[src/rtl/gtxe2_oob_pkg.sv]
// Shared state encoding and SATA primitive constants for the host-side OOB sequencer.
package gtxe2_oob_pkg;

  typedef enum logic [3:0] {
    ST_IDLE         = 4'd0,
    ST_COMINIT      = 4'd1,
    ST_WAIT_COMINIT = 4'd2,
    ST_COMWAKE      = 4'd3,
    ST_WAIT_COMWAKE = 4'd4,
    ST_WAIT_RXACT   = 4'd5,
    ST_SEND_D10     = 4'd6,
    ST_SEND_ALIGN   = 4'd7,
    ST_READY        = 4'd8
  } oob_state_e;

  localparam logic [15:0] ALIGN_W0 = 16'h4ABC;
  localparam logic [15:0] ALIGN_W1 = 16'h7B4A;
  localparam logic [1:0]  ALIGN_K0 = 2'b01;
  localparam logic [1:0]  ALIGN_K1 = 2'b00;
  localparam logic [15:0] D10_2_W  = 16'h4A4A;
  localparam logic [7:0]  K28_3    = 8'h7C;
  localparam logic [7:0]  K28_5    = 8'hBC;

  // States in which the shared timeout counter runs.
  function automatic logic is_tmo_state(input oob_state_e s);
    return (s == ST_WAIT_COMINIT) || (s == ST_WAIT_COMWAKE) || (s == ST_WAIT_RXACT) ||
           (s == ST_SEND_D10) || (s == ST_SEND_ALIGN);
  endfunction

endpackage

[src/rtl/gtxe2_oob_prim_det.sv]
// Registers the RX word stream and flags the ALIGN dword and K28.3-led (non-ALIGN) primitives.
module gtxe2_oob_prim_det
  import gtxe2_oob_pkg::*;
(
  input  logic        clk,
  input  logic        reset_n,
  input  logic [15:0] rxdata_i,
  input  logic [1:0]  rxcharisk_i,
  output logic        align_det_o,
  output logic        nonalign_det_o
);

  logic [15:0] rxd_q;
  logic [1:0]  rxk_q;
  logic        w0_seen_q;
  logic        is_w0;

  assign is_w0 = (rxk_q == ALIGN_K0) && (rxd_q[7:0] == K28_5) && (rxd_q[15:8] == ALIGN_W0[15:8]);

  // RX word pipeline plus "previous word was ALIGN W0" flag.
  always_ff @(posedge clk or negedge reset_n) begin
    if (!reset_n) begin
      rxd_q     <= 16'h0000;
      rxk_q     <= 2'b00;
      w0_seen_q <= 1'b0;
    end else begin
      rxd_q     <= rxdata_i;
      rxk_q     <= rxcharisk_i;
      w0_seen_q <= is_w0;
    end
  end

  assign align_det_o    = w0_seen_q && (rxd_q == ALIGN_W1) && (rxk_q == ALIGN_K1);
  assign nonalign_det_o = rxk_q[0] && (rxd_q[7:0] == K28_3);

endmodule

[src/rtl/gtxe2_oob_ctrl.sv]
// Host-side SATA OOB / link bring-up sequencer: COMINIT, COMWAKE, D10.2, ALIGN, then user pass-through.
module gtxe2_oob_ctrl
  import gtxe2_oob_pkg::*;
#(
  parameter int COMINIT_TIMEOUT = 1500000,
  parameter int ALIGN_TIMEOUT   = 132000,
  parameter int IDLE_LOSS       = 16,
  parameter int NONALIGN_CNT    = 3
) (
  input  logic        clk,
  input  logic        reset_n,
  input  logic        link_reset_req,
  output logic        link_up,
  output logic [3:0]  oob_state,
  output logic        oob_error,
  output logic [7:0]  retry_cnt,
  output logic        txcominit,
  output logic        txcomwake,
  input  logic        txcomfinish,
  output logic        txelecidle,
  output logic [15:0] txdata,
  output logic [1:0]  txcharisk,
  input  logic        rxcominitdet,
  input  logic        rxcomwakedet,
  input  logic        rxelecidle,
  input  logic        rxbyteisaligned,
  input  logic [15:0] rxdata,
  input  logic [1:0]  rxcharisk,
  input  logic [15:0] user_txdata,
  input  logic [1:0]  user_txcharisk,
  output logic [15:0] user_rxdata,
  output logic [1:0]  user_rxcharisk,
  output logic        user_rxvalid
);

  localparam logic [20:0] CI_LIM   = 21'(COMINIT_TIMEOUT - 1);
  localparam logic [20:0] AL_LIM   = 21'(ALIGN_TIMEOUT - 1);
  localparam logic [7:0]  IDLE_LIM = 8'(IDLE_LOSS - 1);
  localparam logic [3:0]  NA_LIM   = 4'(NONALIGN_CNT);

  oob_state_e  state_q, state_d;
  logic [20:0] tmo_q, tmo_d;
  logic [7:0]  idle_q, idle_d;
  logic [3:0]  na_q, na_d;
  logic        tx_phase_q, tx_phase_d;
  logic [7:0]  retry_q, retry_d;

  logic        txcominit_q, txcomwake_q, txelecidle_q, link_up_q, oob_error_q;
  logic [15:0] txdata_q, user_rxdata_q;
  logic [1:0]  txcharisk_q, user_rxcharisk_q;
  logic        user_rxvalid_q;

  logic        align_det, nonalign_det;
  logic        tmo_hit, timeout, idle_loss, na_done;
  logic [15:0] tx_word;
  logic [1:0]  tx_k;

  gtxe2_oob_prim_det u_prim_det (
    .clk            (clk),
    .reset_n        (reset_n),
    .rxdata_i       (rxdata),
    .rxcharisk_i    (rxcharisk),
    .align_det_o    (align_det),
    .nonalign_det_o (nonalign_det)
  );

  // Timeout qualification; a COMINIT answer arriving on the last wait cycle beats the timeout.
  always_comb begin
    case (state_q)
      ST_WAIT_COMINIT, ST_WAIT_COMWAKE:           tmo_hit = (tmo_q == CI_LIM);
      ST_WAIT_RXACT, ST_SEND_D10, ST_SEND_ALIGN:  tmo_hit = (tmo_q == AL_LIM);
      default:                                    tmo_hit = 1'b0;
    endcase
    timeout   = tmo_hit && !link_reset_req && !((state_q == ST_WAIT_COMINIT) && rxcominitdet);
    idle_loss = rxelecidle && (idle_q == IDLE_LIM);
    na_done   = (na_q >= NA_LIM);
  end

  // Next-state logic: link_reset_req, then timeout, then the normal handshake step.
  always_comb begin
    state_d = state_q;
    if (link_reset_req) begin
      state_d = ST_IDLE;
    end else if (timeout) begin
      state_d = ST_COMINIT;
    end else begin
      case (state_q)
        ST_IDLE:         state_d = ST_COMINIT;
        ST_COMINIT:      state_d = txcomfinish ? ST_WAIT_COMINIT : ST_COMINIT;
        ST_WAIT_COMINIT: state_d = rxcominitdet ? ST_COMWAKE : ST_WAIT_COMINIT;
        ST_COMWAKE:      state_d = txcomfinish ? ST_WAIT_COMWAKE : ST_COMWAKE;
        ST_WAIT_COMWAKE: state_d = rxcomwakedet ? ST_WAIT_RXACT : ST_WAIT_COMWAKE;
        ST_WAIT_RXACT:   state_d = rxelecidle ? ST_WAIT_RXACT : ST_SEND_D10;
        ST_SEND_D10:     state_d = (align_det && rxbyteisaligned) ? ST_SEND_ALIGN : ST_SEND_D10;
        // Leave only after W1 has been loaded so the first user word lands on a dword boundary.
        ST_SEND_ALIGN:   state_d = (na_done && tx_phase_q) ? ST_READY : ST_SEND_ALIGN;
        ST_READY:        state_d = (rxcominitdet || idle_loss) ? ST_COMINIT : ST_READY;
        default:         state_d = ST_IDLE;
      endcase
    end
  end

  // Counters and TX phase next values.
  always_comb begin
    tmo_d      = ((state_d != state_q) || !is_tmo_state(state_q)) ? 21'd0 : tmo_q + 21'd1;
    idle_d     = ((state_q == ST_READY) && rxelecidle) ? idle_q + 8'd1 : 8'd0;
    tx_phase_d = (state_q == ST_SEND_ALIGN) ? ~tx_phase_q : 1'b0;
    if (state_q != ST_SEND_ALIGN) begin
      na_d = 4'd0;
    end else if (align_det) begin
      na_d = 4'd0;
    end else if (nonalign_det && !na_done) begin
      na_d = na_q + 4'd1;
    end else begin
      na_d = na_q;
    end
    if ((state_d == ST_READY) && (state_q != ST_READY)) begin
      retry_d = 8'd0;
    end else if (timeout && (retry_q != 8'hFF)) begin
      retry_d = retry_q + 8'd1;
    end else begin
      retry_d = retry_q;
    end
  end

  // TX word selection; zeroed whenever the link is heading back into electrical idle.
  always_comb begin
    tx_word = 16'h0000;
    tx_k    = 2'b00;
    if ((state_d == ST_SEND_D10) || (state_d == ST_SEND_ALIGN) || (state_d == ST_READY)) begin
      case (state_q)
        ST_SEND_D10: begin
          tx_word = D10_2_W;
          tx_k    = 2'b00;
        end
        ST_SEND_ALIGN: begin
          tx_word = tx_phase_q ? ALIGN_W1 : ALIGN_W0;
          tx_k    = tx_phase_q ? ALIGN_K1 : ALIGN_K0;
        end
        ST_READY: begin
          tx_word = user_txdata;
          tx_k    = user_txcharisk;
        end
        default: begin
          tx_word = 16'h0000;
          tx_k    = 2'b00;
        end
      endcase
    end else begin
      tx_word = 16'h0000;
      tx_k    = 2'b00;
    end
  end

  // State, counters and all registered outputs.
  always_ff @(posedge clk or negedge reset_n) begin
    if (!reset_n) begin
      state_q          <= ST_IDLE;
      tmo_q            <= 21'd0;
      idle_q           <= 8'd0;
      na_q             <= 4'd0;
      tx_phase_q       <= 1'b0;
      retry_q          <= 8'd0;
      txcominit_q      <= 1'b0;
      txcomwake_q      <= 1'b0;
      txelecidle_q     <= 1'b1;
      link_up_q        <= 1'b0;
      oob_error_q      <= 1'b0;
      txdata_q         <= 16'h0000;
      txcharisk_q      <= 2'b00;
      user_rxdata_q    <= 16'h0000;
      user_rxcharisk_q <= 2'b00;
      user_rxvalid_q   <= 1'b0;
    end else begin
      state_q          <= state_d;
      tmo_q            <= tmo_d;
      idle_q           <= idle_d;
      na_q             <= na_d;
      tx_phase_q       <= tx_phase_d;
      retry_q          <= retry_d;
      txcominit_q      <= (state_d == ST_COMINIT) && (state_q != ST_COMINIT);
      txcomwake_q      <= (state_d == ST_COMWAKE) && (state_q != ST_COMWAKE);
      txelecidle_q     <= !((state_d == ST_SEND_D10) || (state_d == ST_SEND_ALIGN) ||
                            (state_d == ST_READY));
      link_up_q        <= (state_d == ST_READY);
      oob_error_q      <= timeout;
      txdata_q         <= tx_word;
      txcharisk_q      <= tx_k;
      user_rxdata_q    <= link_up_q ? rxdata : 16'h0000;
      user_rxcharisk_q <= link_up_q ? rxcharisk : 2'b00;
      user_rxvalid_q   <= link_up_q;
    end
  end

  assign oob_state      = state_q;
  assign link_up        = link_up_q;
  assign oob_error      = oob_error_q;
  assign retry_cnt      = retry_q;
  assign txcominit      = txcominit_q;
  assign txcomwake      = txcomwake_q;
  assign txelecidle     = txelecidle_q;
  assign txdata         = txdata_q;
  assign txcharisk      = txcharisk_q;
  assign user_rxdata    = user_rxdata_q;
  assign user_rxcharisk = user_rxcharisk_q;
  assign user_rxvalid   = user_rxvalid_q;

endmodule
[config.mk]
export PLATFORM = sky130hd
export DESIGN_NAME = gtxe2_oob_ctrl
export DESIGN_NICKNAME = d
export VERILOG_FILES = /design/src/rtl/gtxe2_oob_pkg.sv /design/src/rtl/gtxe2_oob_prim_det.sv /design/src/rtl/gtxe2_oob_ctrl.sv
export SDC_FILE = /design/constraint.sdc
export NUM_CORES = 1
export LEC_CHECK = 0
export BUFFER_PORTS_ARGS = -buffer_cell sky130_fd_sc_hd__buf_2
export CAP_MARGIN = 10
export CORE_MARGIN = 2
export CORE_UTILIZATION = 54
export CTS_CLUSTER_SIZE = 16
export DETAILED_ROUTE_END_ITERATION = 16
export PLACE_DENSITY_LB_ADDON = 0.1
export SLEW_MARGIN = 20
export SYNTH_ARGS = -nofsm -noshare
export SYNTH_HDL_FRONTEND = slang
export SYNTH_SLANG_ARGS = --single-unit
[constraint.sdc]
create_clock -name clk -period 3.3 [get_ports clk]
set_clock_uncertainty 0.05 [all_clocks]
set_input_delay 0.165 -clock clk [delete_from_list [all_inputs] [get_ports clk]]
set_output_delay 0.165 -clock clk [all_outputs]
set_load 0.02 [all_outputs]
# After elaboration in Yosys (flattened, before gate mapping)
# Cells that the tools add are included.
# W data, S select, Z words.
[op_classes] reduce_logical=36 n_eq_ne=27 n_addsub=4 bitwise_logic=1 order_cmp=1 muxes=28
[ops] operator="$pmux W16 S3" n=1
[ops] operator="$pmux W4 S9" n=1
[ops] operator="$mux W16" n=2
[ops] operator="$mux W4" n=7
[ops] operator="$eq A4 B3 Y1 const B" n=6
[ops] operator="$mux W8" n=3
[ops] operator="$add A21 B1 Y21 const B" n=1
[ops] operator="$eq A21 B18 Y1 const B" n=1
[ops] operator="$eq A21 B21 Y1 const B" n=1
[ops] operator="$mux W21" n=1
[ops] operator="$logic_and A1 B1 Y1" n=17
[ops] operator="$add A8 B1 Y8 const B" n=2
[ops] operator="$eq A16 B15 Y1 const B" n=1
[ops] operator="$eq A8 B7 Y1 const B" n=2
[ops] operator="$mux W14" n=1
[ops] operator="$eq A4 B2 Y1 const B" n=3
[ops] operator="$eq A4 B1 Y1 const B" n=2
[ops] operator="$eq A4 B4 Y1 const B" n=2
[ops] operator="$eq A8 B4 Y1 const B" n=1
[ops] operator="$eq A8 B8 Y1 const B" n=1
[ops] operator="$logic_or A1 B1 Y1" n=8
[ops] operator="$mux W2" n=4
[ops] operator="$ne A8 B8 Y1 const B" n=1
[ops] operator="$logic_not A1 Y1" n=5
[ops] operator="19 further kinds" n=23
[totals] elab_cells=116 reg_bits=107 output_inout_bits=54 input_bits=44

# Longest topological paths before layout
# Gate-level depths: netlist (run 1).
[depth] word_depth=12 mapped_depth=9 mapped_depth_nobuf=7

# Hierarchy
# Synthesis (run 1) repeated with hierarchy kept, for this count alone.
[unflattened] hier_cells=416 area_unflattened_um2=4687.0
[by_module_without_submodules] mod="gtxe2_oob_ctrl" area_per_inst_um2=4112.7 instances=1 cells_each=384 seq_area_each_um2=2203.4
[by_module_without_submodules] mod="gtxe2_oob_prim_det" area_per_inst_um2=574.3 instances=1 cells_each=32 seq_area_each_um2=475.5

# Least setup slack after synthesis (run 1)
# OpenSTA, ideal clock, no wires.
[synth_timing] path_type="register -> register" from="register state_q[1] (netlist: oob_state[1])" to="register tmo_q[20]" path_stages_with_launch=9 setup_ns=0.129 arrival_time_ns=2.208 n_path_buf=2 slack_ns=0.914 required_time_ns=3.121 period_less_slack_ns=2.386 path_cell_list="dfrtp_1 or2_0 a211o_1 a211o_1 buf_2 a41oi_2 xor2_2 buf_6 nor3_1"
[synth_between] elab_chain_cells=10 elab_cells_between_ends=27 cone_classes="eq/ne (9); mux (5); reduce/logical (13)"
[synth_rtl] item="from (decl)" line="gtxe2_oob_ctrl.sv:41" text="oob_state_e state_q, state_d;"
[synth_rtl] item="from (signal assigned)" line="gtxe2_oob_ctrl.sv:175" text="state_q <= state_d;"
[synth_rtl] item="$eq A4 B3 Y1 / $eq A4 B2 Y1 (equally long branches)" line="gtxe2_oob_ctrl.sv:69, gtxe2_oob_ctrl.sv:87, gtxe2_oob_ctrl.sv:74"
[synth_rtl] item="$reduce_or A3 Y1 / $reduce_or A2 Y1 (equally long branches)" line="gtxe2_oob_ctrl.sv:69" text="case (state_q)"
[synth_rtl] item="$pmux W1 S2" line="gtxe2_oob_ctrl.sv:69"
[synth_rtl] item="$logic_and A1 B1 Y1 (2 in series)" line="gtxe2_oob_ctrl.sv:74" text="timeout = tmo_hit && !link_reset_req && !((state_q == ST_WAIT_COMINIT) && rxcominitdet);"
[synth_rtl] item="$mux W4 (*)" line="gtxe2_oob_ctrl.sv:84" text="end else if (timeout) begin"
[synth_rtl] item="$mux W4 (*)" line="gtxe2_oob_ctrl.sv:82" text="if (link_reset_req) begin"
[synth_rtl] item="named net state_d[0]" line="gtxe2_oob_ctrl.sv:41"
[synth_rtl] item="$ne A4 B4 Y1 (*)" line="gtxe2_oob_ctrl.sv:105" text="tmo_d = ((state_d != state_q) || !is_tmo_state(state_q)) ? 21'd0 : tmo_q + 21'd1;"
[synth_rtl] item="$logic_or A1 B1 Y1 (*)" line="gtxe2_oob_ctrl.sv:105"
[synth_rtl] item="$mux W21 (*)" line="gtxe2_oob_ctrl.sv:105"
[synth_rtl] item="named net tmo_d[20]" line="gtxe2_oob_ctrl.sv:42" text="logic [20:0] tmo_q, tmo_d;"
[synth_rtl] item="to (signal assigned)" line="gtxe2_oob_ctrl.sv:176" text="tmo_q <= tmo_d;"
[synth_rtl] item="to (decl)" line="gtxe2_oob_ctrl.sv:42"
# The timed path passes the listed nets; every way through them passes the cells marked *.
# A chain may end at the register's enable or synchronous reset.

# Final worst setup path (run 1)
[layout_timing] from="register state_q[2] (netlist: oob_state[2])" to="register txdata_q[11] (netlist: txdata[11])"
[layout_between] elab_chain_cells=11 elab_cells_between_ends=26 cone_classes="eq/ne (11); mux (6); reduce/logical (9)"
[layout_rtl] item="$eq A4 B3 Y1 / $eq A4 B2 Y1 (equally long branches)" line="gtxe2_oob_ctrl.sv:69, gtxe2_oob_ctrl.sv:74"
[layout_rtl] item="$reduce_or A3 Y1 / $reduce_or A2 Y1 (equally long branches)" line="gtxe2_oob_ctrl.sv:69"
[layout_rtl] item="$pmux W1 S2" line="gtxe2_oob_ctrl.sv:69"
[layout_rtl] item="$logic_and A1 B1 Y1" line="gtxe2_oob_ctrl.sv:74"
[layout_rtl] item="$logic_and A1 B1 Y1 (*)" line="gtxe2_oob_ctrl.sv:74"
[layout_rtl] item="named net timeout" line="gtxe2_oob_ctrl.sv:54" text="logic tmo_hit, timeout, idle_loss, na_done;"
[layout_rtl] item="$mux W4 (*)" line="gtxe2_oob_ctrl.sv:84"
[layout_rtl] item="$mux W4 (*)" line="gtxe2_oob_ctrl.sv:82"
[layout_rtl] item="$eq A4 B3 Y1" line="gtxe2_oob_ctrl.sv:130" text="if ((state_d == ST_SEND_D10) || (state_d == ST_SEND_ALIGN) || (state_d == ST_READY)) begin"
[layout_rtl] item="$logic_or A1 B1 Y1" line="gtxe2_oob_ctrl.sv:130"
[layout_rtl] item="$logic_or A1 B1 Y1 (*)" line="gtxe2_oob_ctrl.sv:130"
[layout_rtl] item="$mux W16 (*)" line="gtxe2_oob_ctrl.sv:130"
[layout_rtl] item="named net tx_word[11]" line="gtxe2_oob_ctrl.sv:55" text="logic [15:0] tx_word;"
[layout_rtl] item="to (signal assigned)" line="gtxe2_oob_ctrl.sv:187" text="txdata_q <= tx_word;"
[layout_rtl] item="to (decl)" line="gtxe2_oob_ctrl.sv:49" text="logic [15:0] txdata_q, user_rxdata_q;"
# Marked as above.

==> results of run 1 <==
[Yosys cell counts (all sizes together), types with 5 or more instances]
master    n
nor2     31
nand2b    5
xor2     18
a21oi    15
nor3     30
xnor2    16
nand2    37
dfrtp   106
buf       8
nor4     10
nor3b     8
inv      10
clkbuf    5
nand3    19
and3      5
and2     21
nand4     9
[critical path: cells and delay by family, from the launching register on]
kind | cells | cell delay (ps)
flip-flops | 1 | 660
AND/OR/NAND/NOR | 3 | 890
AO/OA/AOI/OAI | 3 | 1120
[flip-flops by register name (all words and copies together) (netlist names), 4 cells and up]
signal	cells
tmo_q	21
txdata	16
u_prim_det.rxd_q	16
user_rxdata	16
idle_q	8
retry_cnt	8
na_q	4
oob_state	4
[worst min-delay path by stage]
stage | from | endpoint | slack, ps | cells after the start
after detailed placement | reset_n | txdata[6]$_DFF_PN0_ | 200 | 1
after CTS | rxelecidle | idle_q[1]$_DFF_PN0_ | 40 | 2
after global placement | reset_n | txdata[6]$_DFF_PN0_ | 200 | 1
after floorplan | reset_n | idle_q[0]$_DFF_PN0_ | -180 | 0
after global routing | rxelecidle | idle_q[1]$_DFF_PN0_ | 40 | 2
final | rxelecidle | idle_q[1]$_DFF_PN0_ | 60 | 2
[area by class of cell]
type / count / area (um^2)
Inverter: 10 / 37.5
Sequential cell: 107 / 2680
Fill cell: 646 / 2430
Multi-Input combinational cell: 276 / 1850
Timing Repair Buffer: 140 / 906
Tap cell: 105 / 131
Clock inverter: 7 / 106
Clock buffer: 9 / 124
[routing by layer]
metal / share of wire [%] / GRT usage, %
met1: 46 / 30.6
met2: 48 / 35.2
met3: 5.2 / 5.71
met4: 1.1 / 4.77
met5: 0 / 0
[cells by family (layout without fill, tap and decap cells)]
logic type	count (synthesis)	in the layout	synth area share, %
compound gates	39	39	6.47
xor+xnor	34	34	6.58
fa+ha+maj	4	4	1.08
buf+inv	23	166	2.51
flops	107	107	57.7
mux	3	3	0.647
simple gates	196	196	25.0
[power by group]
part / leakage (nW) / switching, mW / total, mW / internal (mW)
Sequential: 1.45 / 0.0227 / 1.35 / 1.33
Combinational: 1.15 / 0.130 / 0.222 / 0.0917
Clock: 0.111 / 0.523 / 0.845 / 0.322
[cells in the final DEF, fill, tap and decap left out, types with 5 or more instances in the layout]
cell and n:
nand3_1 19, buf_2 96, inv_1 10, nor4_1 9, and2_1 21, dlygate4sd3_1 38
clkbuf_8 9, a21oi_1 15, xor2_1 17, nand2_1 37, nand4_1 9, nor3_2 19
dfrtp_1 106, xnor2_1 16, nor2_1 31, nor3b_1 6, buf_4 6, and3_1 5
nor3_1 11, nand2b_1 5
[stage by stage]
| stage | utilization [%] | worst slack [ps] | cell area [um^2] |
|---|---|---|---|
| 2_1_floorplan | - | 914 | 4640 |
| 3_3_place_gp | 63.2 | 565 | 5220 |
| 3_5_place_dp | 63.2 | 420 | 5220 |
| 4_1_cts | 70.6 | 401 | 5830 |
| 5_1_grt | 70.6 | 178 | 5830 |
| 6_report | 70.6 | 439 | 5830 |
[timing repair]
action,in CTS,in global routing
hold buffers,38,0
setup endpoints to repair,0,0
endpoints found under the hold margin,109,0
gates resized for setup,0,0
==> summary.md, run 1 <==
| Metric | Value |
|---|---|
| Critical path class | `flip-flop to flip-flop` |
| Initial DRC Count | `123` |
| Core Area | `about 0.0083 mm^2` |
| I/O Buffers | `a little under 100` |
| Sequential cell area fraction in the yosys report | `a little under 60%` |
| Die width | `between 90 and 100 um` |
| Worst path cell trace | `nor2b_1 > nand4_1 > a2111oi_4 > or2_2 > a21o_1 > a21oi_1` |
| Worst vdd ir | `0.267 mV` |
| Fin cells | `around 650` |
| Worst-path maximum fanout | `19` |
| Skew-Pair Late Insertion Delay | `approximately 380 ps` |
| DRC | `0` |
| DR vias | `roughly 3.5k` |
| Placed Cells | `600` |
| Final hold vios | `0` |
| Worst-Margin Slew | `about 850 ps` |
| ANT nets after route | `0` |
| Final setup violation count | `0` |
| DIE AREA | `0.00935 mm^2` |
| Worst path required time | `3480 ps` |
| Final Cycle Share | `approximately 87%` |
| Die height | `96.7 um` |
| Slowest Stage Delay on Critical Path | `~660 ps` |
| WL final | `approximately 9700 um` |
| Max-slew violations | `0` |
| Layout cell share with drive strength beyond 1 | `between 20 and 30%` |
| Unrepaired setup endpoints after global routing | `no` |
| Critical path origin | `oob_state[2]$_DFF_PN0_` |
| Post-Synthesis Cells | `406` |
| CP Launch Type | `flip-flop` |
| Min-Delay Path Class | `input pin to flip-flop` |
| Critical path endpoint | `txdata[11]$_DFF_PN0_` |
| Max-cap violations | `0` |
| FF-to-FF path depth | `6` |
| Final hold slack | `about 57 ps` |
| Postcts setup bufs | `0` |
| Initial Util | `approximately 56%` |
| Cell Rows | `33` |
| Number of global-route vias before repair | `between 3k and 4k` |
| Drt pass-1 iters | `4` |
| Maximum clock rate | `between 0.3 and 0.4 GHz` |
| WL/cell | `about 15 um` |
| Final GP Congestion | `0.830` |
| Slew headroom | `43.0%` |
| Element type at the critical path end | `flip-flop` |
| Initial antenna violation count | `0` |
| Clock buffer count from CTS | `9` |
| Vias/cell | `5.28` |
| Area growth syn-to-layout | `25.6%` |
| Synth area leader | `dfrtp_1` |
| GRT Util Overall | `22.0%` |
| Post-synth ARST share | `between 90% and 100%` |
| Tmin final | `2860 ps` |
| First-pass GRT wire length | `~17000 um` |
| PD cells | `~410 mW/mm^2` |
| Synth Cell Area | `about 0.0046 mm^2` |
| Largest net degree at the start of global routing | `slightly below 60` |
| Status | `completed` |
| Post-DP HPWL | `6570 um` |
| Syn nets | `approximately 450` |
| Remaining global-route overflow | `0` |
| Clk root buf | `clkbuf_8` |
| Area contributors post-synth | `dfrtp_1 57%, nor3_2 4.1%, xor2_1 3.2%` |
| Post-synth EDFFs | `0` |
| Clock Tree Buf Depth | `2` |
| Post-synth top area share | `roughly 57%` |
| Worst r2r src | `oob_state[2]$_DFF_PN0_` |
| TritonCTS clock tree | `yes` |
| Main synth FF type | `dfrtp_1` |
| Reg2Reg Setup Slack | `between 400 and 500 ps` |
| Nets | `between 500 and 600` |
| Register bit total from synthesis | `about 110` |
| CP max stage cell | `dfrtp_1` |
| LEAKAGE | `2.71 nW` |
| Setup TNS | `0 ps` |
| Synth cell types | `55` |
| I/O pin total | `98` |
| Final antenna diode count | `0` |
| H-Tree Level Count | `3` |
| Syn Area/Cell | `around 11 um^2` |
| R2R Path End | `txdata[11]$_DFF_PN0_` |
| YS warnings | `0` |
| Worst-path clk slew | `roughly 110 ps` |
| Power Total | `about 2.4 mW` |
| CP arrival | `3040 ps` |
| Clock tree sinks | `107` |
No activity file was read; power rests on OpenSTA's default activity.
==> inputs of run 2 (changes only) <==
GPL_TIMING_DRIVEN = 0   (was unset)
==> run 2 against run 1 <==
Total power shrank 0.45%. Sequential power is essentially flat. Highest routed layer unchanged. Routed wire length grew 1.4%. Die area is the same. Worst setup slack gained 210 ps. Sequential share of layout area shrank 0.41 points. Sequential cell count is the same. Cell count grew 1.4%. Combinational power grew 14%. First-iteration DRC count grew 8.9%. Largest power group unchanged.
==> summary.md, run 2 (synthesis gave the netlist of run 1 again) <==
| Metric | Value |
|---|---|
| Status | `completed` |
| Initial DRC Count | `approximately 130` |
| Area occupied by multi-input gates | `0.00185 mm^2` |
| Clock buffer count from CTS | `9` |
| Skew-Pair Late Insertion Delay | `about 380 ps` |
| Top Usage Layer GRT | `met2` |
| Final GP Congestion | `between 0.8 and 0.9` |
| GRT Util Overall | `between 20 and 25%` |
| Critical path class | `flip-flop to flip-flop` |
| Min-Delay Path Class | `input pin to flip-flop` |
| Tmin final | `around 2700 ps` |
| Clock tree sinks | `107` |
| Final Cycle Share | `80.4%` |
| Die height | `approximately 97 um` |
| LEAKAGE | `around 2.7 nW` |
| Layout cell share with drive strength beyond 1 | `around 27%` |
| Largest net degree at the start of global routing | `65` |
| Max-slew violations | `0` |
| Slew headroom | `between 40 and 50%` |
| Cell Rows | `33` |
| Max reg flops | `21` |
| Slowest Stage Delay on Critical Path | `approximately 400 ps` |
| Final antenna diode count | `0` |
| Remaining global-route overflow | `0` |
| Worst path required time | `around 3500 ps` |
| H-Tree Level Count | `3` |
| WL final | `9830 um` |
| Most flop-heavy register | `tmo_q` |
| Area growth syn-to-layout | `26.7%` |
| Worst-path clk slew | `110 ps` |
| Clock Tree Buf Depth | `2` |
| Critical path origin | `oob_state[3]$_DFF_PN0_` |
| Core Area | `0.00826 mm^2` |
| Filler Cells Inserted | `590` |
| Initial antenna violation count | `0` |
| Worst path most repeated cell | `buf_2` |
| Nets | `between 600 and 700` |
| Clk root buf | `clkbuf_8` |
| Commonest cells after routing, fill and taps aside | `106 x dfrtp_1, 99 x buf_2, 38 x dlygate4sd3_1` |
| Setup TNS | `0 ps` |
| Final hold vios | `0` |
| Met1 GRT Util | `about a third` |
| Max-cap violations | `0` |
| Met2 Resource Use GR | `33.6%` |
| Most common cell after layout, fill and taps aside | `dfrtp_1` |
| DR vias | `approximately 3.5k` |
| Element type at the critical path end | `flip-flop` |
| DIE AREA | `~0.0094 mm^2` |
| Worst-Margin Slew | `765 ps` |
| Die width | `roughly 97 um` |
| DRC | `0` |
| Worst vdd ir | `0.339 mV` |
| Drt pass-1 iters | `4` |
| CP max stage cell | `dfrtp_1` |
| Post-DP HPWL | `6690 um` |
| PD cells | `about 410 mW/mm^2` |
| Final setup violation count | `0` |
| Worst path cell trace | `buf_2 > nor2b_1 > nand4_1 > a211o_1 > buf_2 > a41oi_2 > xor2_2 > buf_6 > nor3_1` |
| GRT met3 Usage | `between 5 and 6%` |
| FF/Latch Area | `approximately 0.0027 mm^2` |
| Setup WS pre-CTS | `663 ps` |
| Hold_sp | `rxelecidle` |
| I/O pin total | `98` |
| Vias/cell | `5.30` |
| Maximum clock rate | `approximately 0.38 GHz` |
| Worst-path maximum fanout | `10` |
| CP Launch Type | `flip-flop` |
| Postcts setup bufs | `0` |
| Worst r2r src | `oob_state[3]$_DFF_PN0_` |
| Final worst setup slack | `between 600 and 700 ps` |
| Number of global-route vias before repair | `3488` |
| ANT nets after route | `0` |
| Unrepaired setup endpoints after global routing | `no` |
| I/O Buffers | `97` |
| CP arrival | `2870 ps` |
| TritonCTS clock tree | `yes` |
| WL/cell | `about 15 um` |
| First-pass GRT wire length | `16800 um` |
| Initial Util | `56.2%` |
[run 2: changes by cell type in the layout (fill, tap and decap cells not counted)]
cell	before	now
inv_12	2	1
clkinv_8	4	2
buf_2	96	99
clkinv_4	0	1
clkbuf_1	0	5
buf_4	6	3
inv_6	1	2
buf_6	0	3
buf_16	0	1
inv_8	0	1
[run 2: cell type report]
| type | count | share of cell area [%] |
|---|---|---|
| inverter | 10 | 0.638 |
| multi-input combinational | 276 | 31.4 |
| timing repair buffer | 136 | 15.3 |
| clock buffer | 9 | 2.11 |
| clock inverter | 7 | 1.47 |
| tap | 105 | 2.23 |
| buffer | 13 | 1.34 |
| sequential | 107 | 45.5 |
[run 2: final timing paths]
path / to / slack, ps / cells past startpoint
worst min register to register: idle_q[0]$_DFF_PN0_ / 440 / 1
worst max-delay path: tmo_q[20]$_DFF_PN0_ / 650 / 9
max in group asynchronous: txelecidle$_DFF_PN1_ / 2330 / 3
worst min-delay path: idle_q[1]$_DFF_PN0_ / 40 / 2
min in group asynchronous: txdata[11]$_DFF_PN0_ / 220 / 2
worst max register to register: tmo_q[20]$_DFF_PN0_ / 650 / 9
[run 2: report_power, final]
part | internal (mW) | switching [mW]
logic | 0.106 | 0.147
clock network | 0.309 | 0.503
registers | 1.33 | 0.0132
[run 2: repair_timing]
action,in CTS,in global routing
setup endpoints to repair,0,0
endpoints found under the hold margin,98,0
hold buffers,38,0
gates resized for setup,0,0
[run 2: stage by stage]
| step | instances | total power [mW] | hold WS [ps] | util (%) | area (um^2) |
|---|---|---|---|---|---|
| floorplan | 406 | 1.49 | -181 | - | 4640 |
| global placement | 608 | 1.58 | 233 | 63.7 | 5260 |
| detailed placement | 609 | 1.58 | 71.3 | 64.1 | 5290 |
| CTS | 663 | 2.43 | 14.3 | 71.2 | 5880 |
| global route | 663 | 2.52 | 28.0 | 71.2 | 5880 |
| finish | 663 | 2.41 | 38.1 | 71.2 | 5880 |
[run 2: worst max-delay path, delay by kind of cell, from the launching register on]
| family | cells | cell delay [ps] |
|---|---|---|
| compound gates | 2 | 550 |
| xor+xnor | 1 | 310 |
| buf+inv | 3 | 580 |
| flops | 1 | 390 |
| simple gates | 3 | 660 |
[run 2: metal layers]
layer,wire length [um],share of wire [%],up-vias
met4,154,1.6,0
met2,4560,46,104
met5,0,0,-
met3,600,6.1,13
met1,4520,46,1695
li1,-,-,1704
